$ cat config.mk
export PLATFORM = sky130hd
export DESIGN_NAME = avmm_rw_arbiter
export DESIGN_NICKNAME = d
export VERILOG_FILES = /design/src/rtl/avmm_rw_arbiter.sv
export SDC_FILE = /design/constraint.sdc
export NUM_CORES = 1
export LEC_CHECK = 0
export ABC_AREA = 1
export CAP_MARGIN = 20
export CORE_AREA = 3 3 235 237
export DETAILED_ROUTE_END_ITERATION = 6
export DIE_AREA = 0 0 238 240
export PLACE_DENSITY = 0.46
export SLEW_MARGIN = 30
export SYNTH_ARGS = -nofsm -noshare
export SYNTH_HDL_FRONTEND = slang
export SYNTH_SLANG_ARGS = --single-unit
$ cat constraint.sdc
create_clock -name clock -period 1.95 [get_ports clock]
set_input_delay 0.195 -clock clock [delete_from_list [all_inputs] [get_ports clock]]
set_output_delay 0.195 -clock clock [all_outputs]
set_load 0.005 [all_outputs]
$ cat src/rtl/avmm_rw_arbiter.sv
// avmm_rw_arbiter
// Two-requester round-robin arbiter in front of one 64-bit Avalon-MM
// read/write master with no waitrequest and a fixed read latency.
// One transfer is granted per cycle. The winning command is registered onto
// the shared m_* port. Read data returns to the issuing requester through a
// {valid, id} tag pipeline whose length matches the downstream read latency.
//
// Parameters
//   READ_LATENCY  cycles from m_read to m_readdata valid (1..8)
// Ports
//   clock, reset                       clock, synchronous active-high reset
//   rN_address/byteenable/writedata    requester N command fields (N = 0, 1)
//   rN_read, rN_write                  requester N request strobes
//   rN_waitrequest                     request N active but not granted
//   rN_readdata, rN_readdatavalid      read response to requester N
//   rN_lock                            keep ownership (AVMM_RW_ARBITER_LOCK_EN only)
//   m_address/byteenable/writedata     shared port command fields
//   m_read, m_write                    shared port strobes
//   m_readdata                         shared port read data
// Build option
//   AVMM_RW_ARBITER_LOCK_EN            adds rN_lock ports and grant locking
module avmm_rw_arbiter #(
    parameter int READ_LATENCY = 2
) (
    input  logic        clock,
    input  logic        reset,
    input  logic [63:0] r0_address,
    input  logic [7:0]  r0_byteenable,
    input  logic        r0_read,
    input  logic        r0_write,
    input  logic [63:0] r0_writedata,
    output logic        r0_waitrequest,
    output logic [63:0] r0_readdata,
    output logic        r0_readdatavalid,
    input  logic [63:0] r1_address,
    input  logic [7:0]  r1_byteenable,
    input  logic        r1_read,
    input  logic        r1_write,
    input  logic [63:0] r1_writedata,
    output logic        r1_waitrequest,
    output logic [63:0] r1_readdata,
    output logic        r1_readdatavalid,
`ifdef AVMM_RW_ARBITER_LOCK_EN
    input  logic        r0_lock,
    input  logic        r1_lock,
`endif
    output logic [63:0] m_address,
    output logic [7:0]  m_byteenable,
    output logic        m_read,
    output logic        m_write,
    output logic [63:0] m_writedata,
    input  logic [63:0] m_readdata
);

    logic        act0, act1;
    logic        last;
    logic        lock_hold;
    logic        grant0, grant1;
    logic        accept;
    logic        win_id;
    logic [63:0] win_address;
    logic [7:0]  win_byteenable;
    logic [63:0] win_writedata;
    logic        win_read;
    logic        win_write;

    logic [READ_LATENCY:0] tag_v;
    logic [READ_LATENCY:0] tag_id;

    always_comb begin
        act0 = r0_read | r0_write;
        act1 = r1_read | r1_write;

`ifdef AVMM_RW_ARBITER_LOCK_EN
        // The previous winner keeps the port while it stays active with lock set.
        lock_hold = last ? (r1_lock & act1) : (r0_lock & act0);
`else
        lock_hold = 1'b0;
`endif

        // Under contention the requester that did not win last time goes next.
        grant0 = act0 & (~act1 | last);
        grant1 = act1 & (~act0 | ~last);
        if (lock_hold) begin
            grant0 = ~last;
            grant1 = last;
        end

        accept = grant0 | grant1;
        win_id = grant1;

        if (grant1) begin
            win_address    = r1_address;
            win_byteenable = r1_byteenable;
            win_writedata  = r1_writedata;
            win_write      = r1_write;
            win_read       = r1_read & ~r1_write;
        end else begin
            win_address    = r0_address;
            win_byteenable = r0_byteenable;
            win_writedata  = r0_writedata;
            win_write      = r0_write;
            win_read       = r0_read & ~r0_write;
        end

        r0_waitrequest = act0 & ~grant0;
        r1_waitrequest = act1 & ~grant1;
    end

    always_ff @(posedge clock) begin
        if (reset) begin
            last         <= 1'b1;
            m_address    <= '0;
            m_byteenable <= '0;
            m_writedata  <= '0;
            m_read       <= 1'b0;
            m_write      <= 1'b0;
            tag_v        <= '0;
            tag_id       <= '0;
        end else begin
            m_read  <= accept & win_read;
            m_write <= accept & win_write;
            if (accept) begin
                last         <= win_id;
                m_address    <= win_address;
                m_byteenable <= win_byteenable;
                m_writedata  <= win_writedata;
            end
            // Stage 0 is loaded every cycle so the tail lines up with m_readdata.
            tag_v  <= {tag_v[READ_LATENCY-1:0], accept & win_read};
            tag_id <= {tag_id[READ_LATENCY-1:0], win_id};
        end
    end

    always_comb begin
        r0_readdata      = m_readdata;
        r1_readdata      = m_readdata;
        r0_readdatavalid = tag_v[READ_LATENCY] & ~tag_id[READ_LATENCY];
        r1_readdatavalid = tag_v[READ_LATENCY] &  tag_id[READ_LATENCY];
    end

endmodule

==> run_results.csv <==
group,metric,value,unit
power,powerDensity,699,nW/um2
timing,setup_viol,0,
yosys,synth_area_per_cell,6.23,um2
die,design.portCount,612,
critical_path,critPathMaxFanout,4,
drt,avgViaCountPerCell,3.72,
global_routing,grt_pass1_vias,8499,
die,initial_utilization,0.155,
drt,wl,31600,um
final_layout,diodes,0,
global_routing,grt_start_max_net_pins,62,
critical_path,cp_slowest_stage_delay,0.55,ns
timing,tightest_slew,0.337,ns
drt,drc,0,
timing,clock-skew-final,0.00822,ns
final_layout,drive_gt1_frac,0.0575,
timing,setup-tns-final,0,ns
global_routing,grt_use_total,0.108,
yosys,yosysTopAreaCell,"dfxtp_1",
yosys,synth-seq-area-share,0.347,
timing,min_period,1.80,ns
place,place.gp.congestion,0.874,
global_routing,antenna_found_initial,1,
cts,cts_tree,"done",
cts,clock_sinks,144,
final_layout,layout_common_cells,"419 x clkdlybuf4s50_1, 411 x nand2_1, 281 x inv_1",
cts,clock_path_buffers,2,
flow_run,drv_cap,0,
cts,root_buffer,"clkbuf_16",
die,die_area,57100,um2
global_routing,grt_remaining_overflow,0,
timing,final-hold-violation-count,0,
yosys,synth.top_cell.area_share,0.347,
power,peakVddDrop,600,uV
die,dieWidth,238,um
yosys,synth_nets,1674,
power,power_leakage,6.65,nW
die,rows,85,
critical_path,path_cells,"clkdlybuf4s50_1 > nor2_4 > buf_4 > nor3_1 > clkdlybuf4s50_1",
timing,whs,0.361,ns
status,outcome,"finished, final reports clean",
cts,postCtsSetupRepairBufs,0,
drt,drt_first_iter_violations,288,
yosys,synth_cell_type_count,16,
final_layout,final_common_cell,"clkdlybuf4s50_1",
timing,max_freq,555,MHz
yosys,syn_inst,1332,
final_layout,area_growth,60.4,%
drt,vias,8663,
yosys,ys_ff_latch,144,
cts,clock_latency,0.46,ns
hold_path,hold_class,"in -> reg",
timing,rsz0062_at_grt,"no",
final_layout,nets,1965,
critical_path,crit_buf_inv,3,
critical_path,critPathSlowestCell,"clkdlybuf4s50_1",
timing,max_slew_margin,0.775,
cts,hold_buffers,0,
cts,cts_buffers,17,
yosys,ys_warn_count,0,
drt,wl_per_cell,13.5,um
place,portBuffers,419,
critical_path,required,1.75,ns
critical_path,arrival,1.61,ns
critical_path,worst_setup_path_start_kind,"input pin",
cts,htreeDepth,4,
place,dp_hpwl,24100,um
timing,slew_viol_final,0,
critical_path,worst-setup-path-type,"in -> out",
critical_path,crit_family,"buffers and inverters",
timing,fin_crit_sh,0.924,
yosys,syn_area,8300,um2
drt,drt_first_pass_iters,4,
die,core-area,53500,um2
die,die_y,240,um
cts,clk_pin_slew_worst_paths,0.06,ns
global_routing,grt_pass1_wl,47300,um
critical_path,cp_common_cell,"clkdlybuf4s50_1",
critical_path,endpoint_kind,"output port",
drt,ant_nets,0,
yosys,synth_area_leaders,"dfxtp_1 35%, nand2_1 19%, nand3_1 17%, inv_1 13%, buf_4 12%",
[per-layer routing]
layer	routed length, um	GRT usage	vias up
li1	-	-	4405
met1	12700	0.120	3830
met2	14900	0.177	344
met3	2730	0.0424	82
met4	1280	0.0641	2
met5	20	0	-
[area by class of cell]
cell class / count / area (um2)
flip-flops and latches: 144 / 2880
multi-input cells: 703 / 3020
clock buffers: 22 / 484
clock inverters: 9 / 154
inverters: 283 / 1070
repair buffers: 474 / 4820
well taps: 696 / 871
fillers: 5961 / 40200
[power by group]
part | total (mW) | switching [mW] | internal, mW
Combinational | 2.28 | 0.939 | 1.34
Sequential | 3.37 | 0.151 | 3.22
Clock | 3.65 | 1.38 | 2.27
Total | 9.30 | 2.47 | 6.83
[cells by family after synthesis]
kind of cell | after synthesis | share of synthesized area
AND/OR/NAND/NOR | 701 | 0.361
buffers and inverters | 485 | 0.290
flip-flops | 144 | 0.347
AO/OA/AOI/OAI | 2 | 0.00121
[per-stage QoR]
stage	utilization	instance area, um2	power (mW)	std cells	setup slack, ns
global placement	0.237	12700	5.75	2300	0.120
floorplan	-	8300	4.42	1332	0.798
global route	0.249	13300	9.83	2331	0.0539
finish	0.249	13300	9.30	2331	0.148
CTS	0.249	13300	9.53	2331	0.0457
detailed placement	0.237	12700	5.75	2300	0.0892
[registers in the layout (all words and copies together) (netlist names)]
name,flops
m_address,64
m_writedata,64
m_byteenable,8
tag_id,3
tag_v,3
last,1
m_write,1
[worst min-delay path: stages]
cell and delay (ns):
clkdlybuf4s50_1 0.41, inv_1 0.09, nand3_1 0.07
[Yosys cell counts]
cell type and count:
nor2_2 1, clkbuf_1 10, buf_4 129, inv_1 281, inv_2 2, buf_2 59, dfxtp_1 144, nand2_2 1
nand3_1 274, o21ai_0 1, nor3_1 1, nand2_1 412, nor2_1 10, nor2_4 2, o21ai_1 1, buf_6 4
[worst paths after layout]
| path | from | to | slack [ns] | cells past startpoint |
|---|---|---|---|---|
| min reg2reg | tag_id[0] | tag_id[1] | 0.40 | 2 |
| max | r1_write | r0_waitrequest | 0.15 | 5 |
| max reg2reg | last | m_writedata[48] | 0.64 | 7 |
| min | reset | last | 0.36 | 3 |
[what timing repair did]
action | 4_1_cts | 5_1_grt
endpoints found under the setup margin | 0 | 1
hold endpoints to repair | 0 | 0
resized for setup | 0 | 1
Note: power is estimated with default switching activity, not from simulation.
